**src/rtl/muldiv_unit.sv**
```systemverilog
// Iterative MIPS-style HI/LO multiply/divide unit: shift-add multiply, restoring divide.
// Optional macro MULDIV_FAST_MUL_EN: single-cycle combinational MULT/MULTU.
module muldiv_unit #(
    parameter int WIDTH = 32
) (
    input  logic             i_clk,
    input  logic             i_rst_n,
    input  logic             i_start,
    input  logic [2:0]       i_op,
    input  logic [WIDTH-1:0] i_rs,
    input  logic [WIDTH-1:0] i_rt,
    input  logic             i_abort,
    output logic             o_busy,
    output logic             o_done,
    output logic [WIDTH-1:0] o_hi,
    output logic [WIDTH-1:0] o_lo
);
    localparam int CW = $clog2(WIDTH);
    localparam logic [CW-1:0] LAST_STEP = CW'(WIDTH - 1);

    localparam logic [1:0] S_IDLE = 2'd0;
    localparam logic [1:0] S_CALC = 2'd1;
    localparam logic [1:0] S_FIX  = 2'd2;

    localparam logic [2:0] OP_MULT  = 3'd0;
    localparam logic [2:0] OP_MULTU = 3'd1;
    localparam logic [2:0] OP_DIV   = 3'd2;
    localparam logic [2:0] OP_DIVU  = 3'd3;
    localparam logic [2:0] OP_MTHI  = 3'd4;
    localparam logic [2:0] OP_MTLO  = 3'd5;

    logic [1:0]       r_state;
    logic [CW-1:0]    r_cnt;
    logic             r_is_div;
    logic             r_neg_q;
    logic             r_neg_r;
    logic [WIDTH-1:0] r_a;
    logic [WIDTH-1:0] r_b;
    logic [WIDTH-1:0] r_acc_hi;
    logic [WIDTH-1:0] r_acc_lo;
    logic [WIDTH-1:0] r_hi;
    logic [WIDTH-1:0] r_lo;
    logic             r_done;

    logic             w_accept;
    logic             w_is_mul;
    logic             w_is_div;
    logic             w_op_signed;
    logic             w_rs_neg;
    logic             w_rt_neg;
    logic [WIDTH-1:0] w_rs_mag;
    logic [WIDTH-1:0] w_rt_mag;
    logic             w_iter_start;
    logic             w_fast_wr;
    logic [2*WIDTH-1:0] w_fast_prod;

    assign w_accept    = (r_state == S_IDLE) && i_start && !i_abort;
    assign w_is_mul    = (i_op == OP_MULT) || (i_op == OP_MULTU);
    assign w_is_div    = (i_op == OP_DIV) || (i_op == OP_DIVU);
    assign w_op_signed = (i_op == OP_MULT) || (i_op == OP_DIV);
    assign w_rs_neg    = w_op_signed && i_rs[WIDTH-1];
    assign w_rt_neg    = w_op_signed && i_rt[WIDTH-1];
    assign w_rs_mag    = w_rs_neg ? -i_rs : i_rs;
    assign w_rt_mag    = w_rt_neg ? -i_rt : i_rt;

`ifdef MULDIV_FAST_MUL_EN
    logic [2*WIDTH-1:0] w_fast_a;
    logic [2*WIDTH-1:0] w_fast_b;
    // Extending to 2*WIDTH first makes a plain multiply correct for both signednesses.
    assign w_fast_a     = w_op_signed ? {{WIDTH{i_rs[WIDTH-1]}}, i_rs} : {{WIDTH{1'b0}}, i_rs};
    assign w_fast_b     = w_op_signed ? {{WIDTH{i_rt[WIDTH-1]}}, i_rt} : {{WIDTH{1'b0}}, i_rt};
    assign w_fast_prod  = w_fast_a * w_fast_b;
    assign w_fast_wr    = w_accept && w_is_mul;
    assign w_iter_start = w_accept && w_is_div;
`else
    assign w_fast_prod  = '0;
    assign w_fast_wr    = 1'b0;
    assign w_iter_start = w_accept && (w_is_mul || w_is_div);
`endif

    logic [WIDTH:0]     w_mul_sum;
    logic [WIDTH:0]     w_div_shift;
    logic [WIDTH:0]     w_div_diff;
    logic [2*WIDTH-1:0] w_prod;
    logic [WIDTH-1:0]   w_quot;
    logic [WIDTH-1:0]   w_rem;
    logic [WIDTH-1:0]   w_rs_back;

    assign w_mul_sum   = {1'b0, r_acc_hi} + (r_acc_lo[0] ? {1'b0, r_a} : {(WIDTH+1){1'b0}});
    assign w_div_shift = {r_acc_hi, r_acc_lo[WIDTH-1]};
    assign w_div_diff  = w_div_shift - {1'b0, r_b};
    assign w_prod      = r_neg_q ? -{r_acc_hi, r_acc_lo} : {r_acc_hi, r_acc_lo};
    assign w_quot      = r_neg_q ? -r_acc_lo : r_acc_lo;
    assign w_rem       = r_neg_r ? -r_acc_hi : r_acc_hi;
    // Divide by zero returns the original dividend, rebuilt from its magnitude and sign.
    assign w_rs_back   = r_neg_r ? -r_a : r_a;

    always_ff @(posedge i_clk or negedge i_rst_n) begin
        if (!i_rst_n) begin
            r_state  <= S_IDLE;
            r_cnt    <= '0;
            r_is_div <= 1'b0;
            r_neg_q  <= 1'b0;
            r_neg_r  <= 1'b0;
            r_a      <= '0;
            r_b      <= '0;
            r_acc_hi <= '0;
            r_acc_lo <= '0;
            r_hi     <= '0;
            r_lo     <= '0;
            r_done   <= 1'b0;
        end else begin
            r_done <= 1'b0;
            case (r_state)
                S_IDLE: begin
                    if (w_accept && i_op == OP_MTHI) begin
                        r_hi   <= i_rs;
                        r_done <= 1'b1;
                    end else if (w_accept && i_op == OP_MTLO) begin
                        r_lo   <= i_rs;
                        r_done <= 1'b1;
                    end else if (w_fast_wr) begin
                        {r_hi, r_lo} <= w_fast_prod;
                        r_done       <= 1'b1;
                    end else if (w_iter_start) begin
                        r_a      <= w_rs_mag;
                        r_b      <= w_rt_mag;
                        r_acc_hi <= '0;
                        r_acc_lo <= w_is_div ? w_rs_mag : w_rt_mag;
                        r_is_div <= w_is_div;
                        r_neg_q  <= w_rs_neg ^ w_rt_neg;
                        r_neg_r  <= w_rs_neg;
                        r_cnt    <= '0;
                        r_state  <= S_CALC;
                    end
                end
                S_CALC: begin
                    if (i_abort) begin
                        r_state <= S_IDLE;
                    end else begin
                        if (r_is_div) begin
                            r_acc_lo <= {r_acc_lo[WIDTH-2:0], ~w_div_diff[WIDTH]};
                            r_acc_hi <= w_div_diff[WIDTH] ? w_div_shift[WIDTH-1:0]
                                                          : w_div_diff[WIDTH-1:0];
                        end else begin
                            {r_acc_hi, r_acc_lo} <= {w_mul_sum, r_acc_lo[WIDTH-1:1]};
                        end
                        r_cnt <= r_cnt + 1'b1;
                        if (r_cnt == LAST_STEP) begin
                            r_state <= S_FIX;
                        end
                    end
                end
                S_FIX: begin
                    r_state <= S_IDLE;
                    if (!i_abort) begin
                        r_done <= 1'b1;
                        if (!r_is_div) begin
                            {r_hi, r_lo} <= w_prod;
                        end else if (r_b == '0) begin
                            r_hi <= w_rs_back;
                            r_lo <= '1;
                        end else begin
                            r_hi <= w_rem;
                            r_lo <= w_quot;
                        end
                    end
                end
                default: r_state <= S_IDLE;
            endcase
        end
    end

    assign o_busy = (r_state == S_CALC) || (r_state == S_FIX);
    assign o_done = r_done;
    assign o_hi   = r_hi;
    assign o_lo   = r_lo;
endmodule

```
**config.mk**
```make
export PLATFORM = sky130hd
export DESIGN_NAME = muldiv_unit
export DESIGN_NICKNAME = d
export VERILOG_FILES = /design/src/rtl/muldiv_unit.sv
export SDC_FILE = /design/constraint.sdc
export NUM_CORES = 1
export LEC_CHECK = 0
export ABC_CLOCK_PERIOD_IN_PS = 4890
export BUFFER_PORTS_ARGS = -buffer_cell sky130_fd_sc_hd__buf_2
export CAP_MARGIN = 40
export CORE_MARGIN = 2
export CORE_UTILIZATION = 55
export CTS_CLUSTER_SIZE = 20
export DETAILED_ROUTE_END_ITERATION = 8
export PLACE_DENSITY = 0.74
export SKIP_LAST_GASP = 1
export SYNTH_ARGS = -nofsm -noshare
export SYNTH_HDL_FRONTEND = slang
export SYNTH_SLANG_ARGS = --single-unit
```
**constraint.sdc**
```tcl
create_clock -name i_clk -period 4.89 [get_ports i_clk]
set_input_delay 0.978 -clock i_clk [delete_from_list [all_inputs] [get_ports i_clk]]
set_output_delay 0.978 -clock i_clk [all_outputs]
set_load 0.05 [all_outputs]
```
==> out/metrics.csv <==
stage,metric,value,unit
outcome,status,finished clean,
synthesis,Yosys top cell by area,dfrtp_1,
die,Die Area,33500,sq um
pwr,Leakage,8.43,nW
synthesis,Synth cell types,81,
setup_path,Worst setup SP type,register,
placement,Placed Cells,2712,
route,Via Count,18400,
clock_network,"Clk Latency, worst-skew pair",0.56,ns
synthesis,Post-Synthesis Cells,2291,
hold_path,Hold Crit Class,in -> async,
synthesis,Synth Warn #,0,
setup_path,Worst Path Arrival,4.50,ns
clock_network,Sink Count,203,
sta,setup_tns,0,ns
route,Via density,6.66,
setup_path,kind of critical path,reg -> reg,
clock_network,clock root cell,clkbuf_16,
sta,period utilization,0.831,
setup_path,CP max stage cell,dfrtp_1,
synthesis,top-count cell post-synth,nand2_1,
die,Die Ht,183,microns
setup_path,critical path endpoint category,register,
sta,final worst slack,0.825,ns
synthesis,asr flop ratio synth,1.00,
synthesis,"EDFF count, synth",0,
final_layout,final core area utilization,0.621,
synthesis,post-synthesis cell area,17600,sq um
synthesis,Synth Area in XOR/XNOR,0.105,
setup_path,reg2reg setup slack,0.82,ns
placement,port bufs,136,
grt,initial antenna violation count,5,
synthesis,top_reg_cell synth,dfrtp_1,
clock_network,Clock Path Buffers,3,
sta,Slew @ Worst Pin,0.905,ns
grt,largest net degree at the start of global routing,98,
clock_network,CTS clock-pin slew for the worst setup and hold paths,0.07,ns
pwr,Pwr Total,13.5,mW
sta,Setup-failing EPs final,0,
route,Antenna Nets Post-Route,0,
placement,Area after DPL,18600,sq um
setup_path,critical path's largest stage delay,0.50,ns
sta,f_max,0.246,GHz
synthesis,adder-cell share of the synthesized area,0.0547,
sta,Final Skew,0.0204,ns
placement,pre-CTS setup slack,0.781,ns
final_layout,Reg area,5080,sq um
placement,RD Place Congestion,1.00,
route,drt pass-1 iters,8,
final_layout,Layout Cells excl Fill,2759,
clock_network,TritonCTS clock tree,yes,
setup_path,Buf/Inv on CP,2,
setup_path,CP Max Fanout,19,
sta,max-slew violation count,0,
sta,fin crit period,4.07,ns
synthesis,register area share after synthesis,0.288,
final_layout,Final Cell Area,19600,sq um
run,Max-Cap Viols,0,
final_layout,multi-input logic area,11700,sq um
route,initial drt markers,1817,
sta,hold_ws,0.264,ns
setup_path,top cell family by delay on the critical path,compound AO/OA/AOI/OAI gates,
die,Starting Density,0.559,
synthesis,"flops & latches, synth",203,
grt,GR Overflow Total,0,
synthesis,Mean Syn Cell Area,7.70,sq um
pwr,pwr/cell area,692,nW/um^2
grt,Total GRT Usage,0.393,
grt,vias in the first global route,17300,
synthesis,Compound-Gate Fraction of Synth Area,0.254,
final_layout,share of layout cells above drive strength 1,0.113,
die,core area,31600,sq um
clock_network,# Post-CTS Setup Buffers,0,
synthesis,largest family of logic cells by synthesized area,compound AO/OA/AOI/OAI gates,
route,routed wire length,66.8,mm
clock_network,Hold Buf Count CTS,0,
clock_network,PostCTS Resize Cnt,0,
synthesis,Yosys top cell area share,0.288,
sta,RSZ-0062 raised after global routing,no,
pwr,maximum VDD drop,0.000443,V
setup_path,Crit path top cell by count,a21oi_1,
synthesis,Post-Synth Simple-Gate Area,0.208,
clock_network,Inserted Clock Buffers,25,
final_layout,fill count,2851,
synthesis,"top cells by count, synth","nand2_1, o21ai_0, dfrtp_1, a21oi_1, nor2_1",
sta,endpoints failing hold,0,
final_layout,Area Growth Syn to Fin,11.0,%
placement,hpwl dp,51.2,mm
die,Ports,137,
sta,Rel. slew slack,0.394,
setup_path,required time of the critical path,5.32,ns
setup_path,CP Cell Sequence,"inv_1, ha_1, fa_1, nand2b_1, a21oi_1, o21bai_1, a211oi_1, o21ai_0, a21oi_1, nor2_2, buf_4, and3_1, a311o_1",
synthesis,mux share of post-synthesis cell area,0.0406,
die,Rows,65,
route,Residual DRC,0,
synthesis,syn nets,2438,
clock_network,CTS H-Tree Depth,1,
synthesis,top post-synthesis cells by area,"dfrtp_1, o21ai_0, nand2_1, xnor2_1, ha_1",
die,Die Width,183,microns
route,Routed wire per std cell,24.2,microns
final_layout,nets,2484,
grt,first-pass GRT wire length,101,mm
==> state kept, by name (all words and copies together) (netlist names), 2 cells and up <==
| register | cells |
|---|---|
| r_acc_hi | 32 |
| r_state | 2 |
| o_lo | 32 |
| r_b | 32 |
| r_cnt | 5 |
| r_acc_lo | 32 |
| r_a | 32 |
| o_hi | 32 |
==> layout by cell type (no fill, tap or decap), drive strengths merged, types with 51 or more instances in the layout <==
cell type    n
xor2        84
inv         73
o21ai      283
dfrtp      203
nor2       139
buf        175
nand2      321
xnor2      128
nand3       51
ha          74
a21oi      153
mux2i       60
==> power breakdown <==
part           leakage, nW  internal (mW)  switching [mW]
Sequential            2.56           2.33            1.22
Combinational         5.41           2.90            4.98
Clock                0.464           1.33           0.796
==> layer usage <==
layer	GRT usage	share of wire	vias up
met5	0	0.00042	-
met4	0.223	0.069	4
met3	0.0763	0.089	267
met2	0.619	0.44	962
met1	0.508	0.40	8819
li1	-	-	8322
==> final timing paths <==
path                            cells past startpoint                     start                       end
worst max-delay path                               13  r_acc_lo[31]$_DFFE_PN0P_  r_acc_hi[22]$_DFFE_PN0P_
worst min-delay path                                1                   i_rst_n      o_hi[23]$_DFFE_PN0P_
worst max register to register                     13  r_acc_lo[31]$_DFFE_PN0P_  r_acc_hi[22]$_DFFE_PN0P_
worst min register to register                      2       o_lo[2]$_DFFE_PN0P_       o_lo[2]$_DFFE_PN0P_
max in group asynchronous                           3                   i_rst_n   r_acc_hi[1]$_DFFE_PN0P_
min in group i_clk                                  2       o_lo[2]$_DFFE_PN0P_       o_lo[2]$_DFFE_PN0P_
==> final cells by class <==
cell class,instances,share of cell area
Clock inverter,14,0.0123
Inverter,73,0.0140
Antenna cell,2,0.000256
Clock buffer,31,0.0356
Multi-Input combinational cell,1857,0.598
Sequential cell,203,0.260
Tap cell,402,0.0257
Timing Repair Buffer,177,0.0540
==> cell families (layout without fill, tap and decap cells) <==
family	count (synthesis)	count (layout)
buffers and inverters	231	295
muxes	69	69
adders and majority gates	76	76
xor gates and xnor gates	212	212
other	0	2
and+or+nand+nor	769	769
DFF	203	203
AOI/OAI and AO/OA	731	731
No activity file was read; power rests on OpenSTA's default activity.
